## config.mk

```make
export PLATFORM = sky130hd
export DESIGN_NAME = cpu_program_loader_flat
export DESIGN_NICKNAME = d
export VERILOG_FILES = /design/src/rtl/cpu_program_loader_pkg.sv /design/src/rtl/cpu_program_loader_if.sv /design/src/rtl/loader_sync.sv /design/src/rtl/cpu_program_loader.sv /design/src/flat_wrapper.sv
export SDC_FILE = /design/constraint.sdc
export NUM_CORES = 1
export LEC_CHECK = 0
export CAP_MARGIN = 20
export CORE_MARGIN = 2
export CORE_UTILIZATION = 29
export DETAILED_ROUTE_END_ITERATION = 8
export PLACE_DENSITY = 0.46
export SYNTH_ARGS = -nofsm -noshare
export SYNTH_HDL_FRONTEND = slang
export SYNTH_SLANG_ARGS = --single-unit
```

## constraint.sdc

```tcl
create_clock -name clk -period 2.16 [get_ports clk]
set_clock_uncertainty 0.15 [all_clocks]
set_input_delay 0.432 -clock clk [delete_from_list [all_inputs] [get_ports clk]]
set_output_delay 0.432 -clock clk [all_outputs]
set_load 0.03 [all_outputs]
```

## src/rtl/cpu_program_loader_pkg.sv

```systemverilog
// Shared types for the CPU program loader: FSM state encoding and error codes.
package cpu_loader_pkg;

  typedef enum logic [2:0] {
    IDLE,
    ARM,
    PRESENT,
    ADVANCE,
    WAIT_DONE,
    FINISH,
    ERROR
  } state_t;

  localparam logic [1:0] ERR_NONE       = 2'd0;
  localparam logic [1:0] ERR_EARLY_DONE = 2'd1;
  localparam logic [1:0] ERR_EXTRA_REQ  = 2'd2;
  localparam logic [1:0] ERR_TIMEOUT    = 2'd3;

endpackage

```

## src/rtl/cpu_program_loader_if.sv

```systemverilog
// Loader <-> CPU program-load handshake: the loader drives the programming pin
// and data bus, the CPU answers with ready and done_load.
interface cpu_program_loader_if;
  logic       prog_mode;
  logic [7:0] prog_data;
  logic       cpu_ready;
  logic       cpu_done_load;

  modport master (output prog_mode, output prog_data, input cpu_ready, input cpu_done_load);
  modport slave  (input prog_mode, input prog_data, output cpu_ready, output cpu_done_load);
endinterface

```

## src/rtl/loader_sync.sv

```systemverilog
// Multi-flop synchronizer for an asynchronous level, with one-cycle rise/fall
// pulses derived from the synchronized value.
module loader_sync #(
  parameter int STAGES = 2
) (
  input  logic clk,
  input  logic rst_n,
  input  logic async_in,
  output logic sync,
  output logic rise,
  output logic fall
);

  logic [STAGES-1:0] chain_reg;
  logic              prev_reg;

  always_ff @(posedge clk or negedge rst_n) begin
    if (!rst_n) begin
      chain_reg <= '0;
      prev_reg  <= 1'b0;
    end else begin
      chain_reg <= {chain_reg[STAGES-2:0], async_in};
      prev_reg  <= chain_reg[STAGES-1];
    end
  end

  assign sync = chain_reg[STAGES-1];
  assign rise = sync & ~prev_reg;
  assign fall = ~sync & prev_reg;

endmodule

```

## src/rtl/cpu_program_loader.sv

```systemverilog
// Host-side program loader: streams a RAM_BYTES image into the CPU over the
// ready/done_load handshake. Optional watchdog built when LOADER_TIMEOUT_EN is defined.
module cpu_program_loader
  import cpu_loader_pkg::*;
#(
  parameter int RAM_BYTES      = 16,
  parameter int ADDR_W         = 4,
  parameter int SYNC_STAGES    = 2,
  parameter int TIMEOUT_CYCLES = 4096
) (
  input  logic                clk,
  input  logic                rst_n,
  input  logic                img_wr_en,
  input  logic [ADDR_W-1:0]   img_wr_addr,
  input  logic [7:0]          img_wr_data,
  input  logic                start,
  cpu_program_loader_if.master cpu,
  output logic                busy,
  output logic                done,
  output logic                error,
  output logic [1:0]          err_code,
  output logic [ADDR_W:0]     bytes_sent
);

  state_t            state_reg;
  logic [ADDR_W-1:0] idx_reg;
  logic              prog_mode_reg;
  logic [7:0]        prog_data_reg;
  logic [7:0]        image [RAM_BYTES];

  logic rdy_s, rdy_rise, rdy_fall;
  logic dl_s, dl_rise, dl_fall;
  logic tmo_hit;

  loader_sync #(.STAGES(SYNC_STAGES)) u_sync_rdy (
    .clk(clk), .rst_n(rst_n), .async_in(cpu.cpu_ready),
    .sync(rdy_s), .rise(rdy_rise), .fall(rdy_fall)
  );

  loader_sync #(.STAGES(SYNC_STAGES)) u_sync_dl (
    .clk(clk), .rst_n(rst_n), .async_in(cpu.cpu_done_load),
    .sync(dl_s), .rise(dl_rise), .fall(dl_fall)
  );

  logic unused_dl_edges;
  assign unused_dl_edges = &{1'b0, dl_rise, dl_fall};

  logic              wr_ok;
  logic [ADDR_W-1:0] idx_inc;
  logic [7:0]        rd_first, rd_idx;

  assign wr_ok   = img_wr_en && (state_reg == IDLE || state_reg == ERROR);
  assign idx_inc = idx_reg + 1'b1;
  // Forward a same-cycle write so a load started alongside it sees the new byte.
  assign rd_first = (wr_ok && img_wr_addr == '0) ? img_wr_data : image[0];
  assign rd_idx   = (wr_ok && img_wr_addr == idx_reg) ? img_wr_data : image[idx_reg];

  always_ff @(posedge clk) begin
    if (wr_ok) image[img_wr_addr] <= img_wr_data;
  end

`ifdef LOADER_TIMEOUT_EN
  localparam int CNT_W = $clog2(TIMEOUT_CYCLES + 1);
  logic [CNT_W-1:0] tmo_cnt_reg;
  state_t           state_prev_reg;
  logic             counting;
  logic [CNT_W-1:0] cnt_eff;

  // The count restarts on the first cycle of any new state.
  assign counting = state_reg inside {ARM, PRESENT, WAIT_DONE};
  assign cnt_eff  = (state_reg != state_prev_reg) ? '0 : tmo_cnt_reg;
  assign tmo_hit  = counting && (cnt_eff == CNT_W'(TIMEOUT_CYCLES - 1));

  always_ff @(posedge clk or negedge rst_n) begin
    if (!rst_n) begin
      tmo_cnt_reg    <= '0;
      state_prev_reg <= IDLE;
    end else begin
      state_prev_reg <= state_reg;
      tmo_cnt_reg    <= counting ? cnt_eff + 1'b1 : '0;
    end
  end
`else
  localparam int unused_timeout_cycles = TIMEOUT_CYCLES;
  assign tmo_hit = 1'b0;
`endif

  task automatic enter_error(input logic [1:0] code);
    state_reg     <= ERROR;
    prog_mode_reg <= 1'b0;
    busy          <= 1'b0;
    error         <= 1'b1;
    err_code      <= code;
  endtask

  always_ff @(posedge clk or negedge rst_n) begin
    if (!rst_n) begin
      state_reg     <= IDLE;
      idx_reg       <= '0;
      prog_mode_reg <= 1'b0;
      prog_data_reg <= '0;
      busy          <= 1'b0;
      done          <= 1'b0;
      error         <= 1'b0;
      err_code      <= ERR_NONE;
      bytes_sent    <= '0;
    end else begin
      done <= 1'b0;
      case (state_reg)
        IDLE, ERROR: begin
          if (start) begin
            state_reg     <= ARM;
            idx_reg       <= '0;
            bytes_sent    <= '0;
            error         <= 1'b0;
            err_code      <= ERR_NONE;
            prog_data_reg <= rd_first;
            prog_mode_reg <= 1'b1;
            busy          <= 1'b1;
          end else if (state_reg == IDLE) begin
            prog_data_reg <= rd_idx;
          end
        end
        ARM: begin
          if (dl_s)         enter_error(ERR_EARLY_DONE);
          else if (rdy_s)   state_reg <= PRESENT;
          else if (tmo_hit) enter_error(ERR_TIMEOUT);
        end
        PRESENT: begin
          if (rdy_fall) begin
            if (bytes_sent < (ADDR_W+1)'(RAM_BYTES)) bytes_sent <= bytes_sent + 1'b1;
            state_reg <= (idx_reg == ADDR_W'(RAM_BYTES - 1)) ? WAIT_DONE : ADVANCE;
          end else if (dl_s) begin
            enter_error(ERR_EARLY_DONE);
          end else if (tmo_hit) begin
            enter_error(ERR_TIMEOUT);
          end
        end
        ADVANCE: begin
          idx_reg       <= idx_inc;
          prog_data_reg <= image[idx_inc];
          state_reg     <= ARM;
        end
        WAIT_DONE: begin
          if (dl_s) begin
            state_reg     <= FINISH;
            prog_mode_reg <= 1'b0;
            done          <= 1'b1;
          end else if (rdy_rise) begin
            enter_error(ERR_EXTRA_REQ);
          end else if (tmo_hit) begin
            enter_error(ERR_TIMEOUT);
          end
        end
        FINISH: begin
          state_reg <= IDLE;
          busy      <= 1'b0;
        end
        default: state_reg <= IDLE;
      endcase
    end
  end

  assign cpu.prog_mode = prog_mode_reg;
  assign cpu.prog_data = prog_data_reg;

endmodule
```

## src/flat_wrapper.sv

```systemverilog
// flat-port wrapper written by rule: the top's interface ports become plain ports
module cpu_program_loader_flat import cpu_loader_pkg::*;
#(
  parameter int RAM_BYTES      = 16,
  parameter int ADDR_W         = 4,
  parameter int SYNC_STAGES    = 2,
  parameter int TIMEOUT_CYCLES = 4096
)
  (clk, rst_n, img_wr_en, img_wr_addr, img_wr_data, start, busy, done, error, err_code, bytes_sent, cpu_prog_mode, cpu_prog_data, cpu_cpu_ready, cpu_cpu_done_load);
  cpu_program_loader_if cpu_i ();
  input  logic clk;
  input  logic rst_n;
  input  logic img_wr_en;
  input  logic [ADDR_W-1:0] img_wr_addr;
  input  logic [7:0] img_wr_data;
  input  logic start;
  output logic busy;
  output logic done;
  output logic error;
  output logic [1:0] err_code;
  output logic [ADDR_W:0] bytes_sent;
  output wire logic [$bits(cpu_i.prog_mode)-1:0] cpu_prog_mode;
  output wire logic [$bits(cpu_i.prog_data)-1:0] cpu_prog_data;
  input wire logic [$bits(cpu_i.cpu_ready)-1:0] cpu_cpu_ready;
  input wire logic [$bits(cpu_i.cpu_done_load)-1:0] cpu_cpu_done_load;
  assign cpu_prog_mode = cpu_i.prog_mode;
  assign cpu_prog_data = cpu_i.prog_data;
  assign cpu_i.cpu_ready = cpu_cpu_ready;
  assign cpu_i.cpu_done_load = cpu_cpu_done_load;
  cpu_program_loader #(.RAM_BYTES(RAM_BYTES), .ADDR_W(ADDR_W), .SYNC_STAGES(SYNC_STAGES), .TIMEOUT_CYCLES(TIMEOUT_CYCLES)) u_core (.clk(clk), .rst_n(rst_n), .img_wr_en(img_wr_en), .img_wr_addr(img_wr_addr), .img_wr_data(img_wr_data), .start(start), .cpu(cpu_i), .busy(busy), .done(done), .error(error), .err_code(err_code), .bytes_sent(bytes_sent));
endmodule
```

## Word-level counts from Yosys, hierarchy flattened

Memory sizes are Yosys's and may differ from the RTL's.
Index checks and enable logic that the tools add are counted.
Widths: inputs -> output; s select.

| operators by class | value |
|---|---|
| multiply operators | 0 |
| bitwise gates (word level) | 4 |
| eq/ne operators | 18 |
| $lt $le $gt $ge | 1 |
| multiplexer cells | 46 |
| reduce and logical (&&, ||, !) cells | 18 |
| add/subtract/negate cells | 2 |
| shift operators | 0 |
| div/mod/pow operators | 0 |

Operators with widths:

| kind | count |
|---|---|
| $mux 8 | 4 |
| $mux 3 | 8 |
| $mux 1 | 17 |
| $pmux 8 s2 | 1 |
| $mux 5 | 3 |
| $pmux 3 s5 | 1 |
| $reduce_and 4->1 | 3 |
| $mux 2 | 5 |
| $pmux 5 s2 | 1 |
| $reduce_and 5->1 | 2 |
| $eq 3x3->1 const B | 3 |
| $ne 3x2->1 const B | 3 |
| $pmux 1 s4 | 2 |
| $pmux 2 s4 | 1 |
| $pmux 4 s2 | 1 |
| $eq 3x2->1 const B | 2 |
| $ne 2x1->1 const B | 3 |
| $ne 2x2->1 const B | 3 |
| $add 5x1->5 const B | 1 |
| $lt 5x5->1 const B | 1 |
| $pmux 1 s5 | 1 |
| $reduce_bool 5->1 | 1 |
| $add 4x1->4 const B | 1 |
| $eq 4x4->1 | 1 |
| other kinds (14) | 20 |

| word-level totals | value |
|---|---|
| word-level logic and storage cells | 102 |
| output and inout bits | 19 |
| memories | 1 |
| flip-flop bits (word level) | 31 |
| RAM bits | 128 |
| bits in latches | 0 |
| bits in read-only memories | 0 |
| input port bits | 18 |

Memory list:

| name | words | width | read ports | clocked after memory_dff | wr ports | line | RTL |
|---|---|---|---|---|---|---|---|
| u_core.image | 16 | 8 | 3 | 0 | 1 | cpu_program_loader.sv:29 | `logic [7:0] image [RAM_BYTES];` |

## Longest topological paths before layout

| depth | value |
|---|---|
| word-level depth | 8 |
| gate-level depth with buffers | 8 |
| mapped depth without buffers | 6 |

## Hierarchy

A second synthesis with hierarchy kept.

| second synthesis, totals | value |
|---|---|
| cells, all modules | 526 |
| area total of the unflattened synthesis | 8077.7 um2 |

By module, submodules not included:

| module | seq. area each (um2) | area each (um2) | cells an instance | instances |
|---|---|---|---|---|
| cpu_program_loader | 4494.3 | 7897.6 | 516 | 1 |
| loader_sync | 75.1 | 90.1 | 5 | 2 |

## Worst setup path before layout

OpenSTA, ideal clock, no wires.

| timing path | value |
|---|---|
| path type | register to register |
| start point | reg u_core.state_reg[1] |
| end point | mem u_core.image[1][0] (enable) |
| path buffers | 1 |
| stages on the path, launching flop included | 6 |
| data required time | 1.627 ns |
| library setup time | 0.383 ns |
| period minus slack after synthesis | 2.301 ns |
| data arrival time | 1.768 ns |
| setup slack | -0.141 ns |
| cells stage by stage | dfrtp_1 > buf_6 > xor2_4 > nor3b_4 > nand3b_1 > nor3_1 |

| between the ends | value |
|---|---|
| word-level cells in the longest chain between the ends | 5 |
| elaborated cells on any way between the ends | 6 |
| classes of those cells | 1 x eq/ne; 2 x mux; 3 x reduce/logical |

RTL lines:

| element | line | RTL |
|---|---|---|
| start, declared | cpu_program_loader.sv:25 | `state_t state_reg;` |
| start signal, assigned | cpu_program_loader.sv:132 | `state_reg <= (idx_reg == ADDR_W'(RAM_BYTES - 1)) ? WAIT_DONE : ADVANCE;` |
| $eq 3x3->1 or $logic_not 3->1 (tied branches) | cpu_program_loader.sv:52 | `assign wr_ok = img_wr_en && (state_reg == IDLE \|\| state_reg == ERROR);` |
| $logic_or 1x1->1 * | cpu_program_loader.sv:52 |  |
| $logic_and 1x1->1 * | cpu_program_loader.sv:52 |  |
| $mux 1 * | cpu_program_loader.sv:59 | `if (wr_ok) image[img_wr_addr] <= img_wr_data;` |
| $mux 1 (not written as such) * | cpu_program_loader.sv:59 |  |
| end, declared | cpu_program_loader.sv:29 |  |

Mark *: on every way between the ends. The rest lies on a longest branch, timed or not.

## Worst setup path after layout

| timing path | value |
|---|---|
| start point | reg u_core.idx_reg[0] |
| end point | reg u_core.prog_data_reg[5] (netlist: u_core.cpu.prog_data[5]) |

| between the ends | value |
|---|---|
| word-level cells in the longest chain between the ends | 6 |
| elaborated cells on any way between the ends | 8 |
| classes of those cells | 1 x add/sub; 1 x eq/ne; 4 x mux; 1 x reduce/logical; 1 x memory |

RTL lines:

| element | line | RTL |
|---|---|---|
| start, declared | cpu_program_loader.sv:26 | `logic [ADDR_W-1:0] idx_reg;` |
| start signal, assigned | cpu_program_loader.sv:140 | `idx_reg <= idx_inc;` |
| branches (longest 5 deep; another with $mem_v2 16x8) | n/a |  |
| $pmux 8 s2 * | cpu_program_loader.sv:109 | `case (state_reg)` |
| end signal, assigned | cpu_program_loader.sv:117 | `prog_data_reg <= rd_first;` |
| end signal, assigned | cpu_program_loader.sv:121 | `prog_data_reg <= rd_idx;` |
| end signal, assigned | cpu_program_loader.sv:141 | `prog_data_reg <= image[idx_inc];` |
| end, declared | cpu_program_loader.sv:28 | `logic [7:0] prog_data_reg;` |

Mark *: on every way between the ends. The select of a mux whose other input is x is not followed.
A chain may end at the register's enable or synchronous reset.

==> summary.md <==
| Metric | Value |
|---|---|
| Max FFs per register | between 100 and 150 |
| Via density | ~5.2 |
| Xor and xnor area share after synthesis | 0.01400 |
| Die width | approximately 170 µm |
| GRT Overall Usage | 0.1717 |
| Area of the multi-input gates | about 3500 µm² |
| IO Port Bufs | 36 |
| WP data required | ~2.3 ns |
| Worst path bufs/invs | 1 |
| WS Path Type | flop to flop |
| Top delay family on crit path | compound AO/OA/AOI/OAI gates |
| Die Span Y | between 150 and 200 µm |
| Max rail drop VDD | 524.1 µV |
| Syn Inst Count | around 510 |
| Post-route ant nets | 0 |
| Largest net degree at the start of global routing | 32 |
| Vias in the first global route | about 5,600 |
| CTS H-tree lvls | 4 |
| Cell Area, Placed | 9578 µm² |
| Core box area | roughly 28,000 µm² |
| Post-synth EDFFs | approximately 130 |
| Final net count | between 600 and 700 |
| Compound-Gate Fraction of Synth Area | 0.08740 |
| Critical-path cell list | ha_4 -> clkbuf_16 -> mux4_2 -> a21boi_4 -> a2111oi_4 -> nor4_2 |
| RSZ-0062 raised after global routing | true |
| Mapped cell area | about 8000 µm² |
| Register area | 4628 µm² |
| Cell Pwr Density | 1099 nW/µm² |
| Sink Count | roughly 160 |
| Commonest non-fill, non-tap cell in the layout | edfxtp_1 |
| Min-delay worst type | flop to flop |
| First-pass GRT wire length | between 30,000 and 40,000 µm |
| Clock-pin slew on the worst setup and hold paths | about 0.070 ns |
| Post-layout util | 0.3866 |
| Slew at the pin with the worst max-slew slack | 0.4445 ns |
| Total CTS buffers | 17 |
| Max Fclk | 0.4279 GHz |
| Worst-case clock buffer depth | 2 |
| Syn Nets | about 530 |
| Rows | 61 |
| Final setup viols | 8 |
| # DRC | 0 |
| Die area | between 20,000 and 30,000 µm² |
| Worst Setup SP | u_core.idx_reg[0] |
| Max cap viols | 0 |
| Final setup TNS | -1.214 ns |
| Ys Warns | 0 |
| Async S/R FF share, synth | 0.1950 |
| LEAKAGE | around 3.8 nW |
| Total wire length | between 20,000 and 25,000 µm |
| Worst Path Arrival | ~2.5 ns |
| Number of DRC markers in iteration 0 | slightly below 600 |
| FF-to-FF Start | u_core.idx_reg[0] |
| Final Wtd Congestion | between 0.8 and 0.9 |
| WHS | approximately 0.21 ns |
| CTS tree | done |
| PnR worst setup slack | -0.1768 ns |
| P&R area growth vs syn | 31.73% |
| DR pass1 iterations | 5 |
| Final Hold Viols | 0 |
| Fill cells | 2,593 |
| Slowest cell on the critical path | dfrtp_4 |
| Final non-filler cell total | ~1,000 |
| Clk_lat worst skew | ~0.44 ns |
| Share of post-route cells with drive strength above 1 | 0.4237 |
| Ant. Diodes | 0 |
| Seq/Total Area, Yosys | 0.5681 |
| Netlist cell types | 64 |
| Post-Synth Simple-Gate Area | 0.08632 |
| Post-synthesis adder-cell area fraction | 0.003077 |
| Outcome | finished with violations |
| Initial antenna violation count | 0 |
| Final period util | 1.082 |
| GR Overflow Total | 0 |
| Startpoint class of the critical path | flop |
| Headroom to the max-slew limit | 0.7022 |
| Failing checks | setup timing |
| Hold path start | u_core.u_sync_dl.chain_reg[0] |
| Main combinational cell family by area after synthesis | multiplexers |
| Critical path fanouts, max | 6 |
| Synth Register Bits | ~160 |
| Mean area per synthesized cell | between 15 and 20 µm² |
| Initial Util | 0.2935 |
| Routed len/inst | 23.17 µm |
| Placed Cells | ~1,000 |
| Clock root cell | clkbuf_16 |
| Synth Flop Type | edfxtp_1 |
| Final HPWL DP | between 15,000 and 20,000 µm |
| Slew Viols, Final | 0 |
| I/O Pins | 37 |
| CP max stage delay | around 0.52 ns |
| CP Capture Type | flop |
| Most frequent cells in the layout | edfxtp_1, buf_4, mux4_2 |
| Fin crit period | about 2.3 ns |
| Mux cell area share after synthesis | 0.1993 |
| Final Instance Area | about 11,000 µm² |
| Via Count | 5,440 |
[stage by stage]
step	power [mW]	setup slack (ns)
after floorplan	6.531	0.05986
after global placement	8.083	-0.5577
after detailed placement	8.105	-0.4921
after CTS	11.60	-0.1746
after global routing	12.31	-0.2380
final	11.77	-0.1768
[kinds of logic after synthesis]
| group | after synthesis |
|---|---|
| DFF | 159 |
| and+or+nand+nor | 134 |
| AOI/OAI and AO/OA | 96 |
| muxes | 73 |
| buffers and inverters | 40 |
| xor gates and xnor gates | 10 |
| adders and majority gates | 2 |
[area by class of cell]
type / instances / share of cell area
Tap cell: 378 / 0.04415
Multi-Input combinational cell: 315 / 0.3239
Inverter: 6 / 0.002103
Sequential cell: 159 / 0.4321
Timing Repair Buffer: 157 / 0.1427
Clock inverter: 14 / 0.01530
Clock buffer: 17 / 0.03972
[cell usage after synthesis (7+ instances only)]
library cell,instances,area (µm²)
a21boi_0,9,67.56
a21oi_1,18,90.09
a22oi_1,17,127.6
and3_1,7,43.79
buf_6,11,123.9
clkbuf_1,8,30.03
clkbuf_8,7,96.34
dfrtp_1,31,775.7
edfxtp_1,128,3844
mux2_2,9,101.4
mux4_1,20,525.5
mux4_2,43,968.4
nand2_1,37,138.9
nand3_1,7,35.03
nor2_1,38,142.6
nor4_1,10,62.56
o21ai_0,11,55.05
o32ai_1,8,70.07
[where the power goes]
part / switching [mW] / internal [mW] / leakage (nW)
clock: 1.43 / 1.55 / 0.285
sequential: 0.217 / 3.57 / 1.53
combinational: 2.54 / 2.46 / 2.01
[repair_timing]
| item | CTS | global route |
|---|---|---|
| hold buffers | 0 | 0 |
| setup endpoints to repair | 10 | 61 |
| pin swaps | 6 | 17 |
| cloned | 3 | 1 |
| buffers inserted | 10 | 6 |
| gates resized for setup | 45 | 49 |
[layer usage]
metal	vias to the layer above	track usage	share of wire
met5	-	0	0
met4	0	0.05674	0.027
met3	46	0.04119	0.052
met2	156	0.2719	0.48
met1	2854	0.2321	0.44
li1	2384	-	-
[path summary, 6_finish.rpt]
kind | slack, ns | to | depth (start not counted)
setup / recovery | -0.18 | u_core.cpu.prog_data[5] | 6
hold / removal | 0.21 | u_core.u_sync_dl.chain_reg[1] | 0
setup reg to reg | -0.18 | u_core.cpu.prog_data[5] | 6
hold reg to reg | 0.21 | u_core.u_sync_dl.chain_reg[1] | 0
max in group asynchronous | 1.44 | u_core.idx_reg[0] | 2
min in group asynchronous | 0.22 | u_core.done | 2
Power figures use the tool's default switching activity.
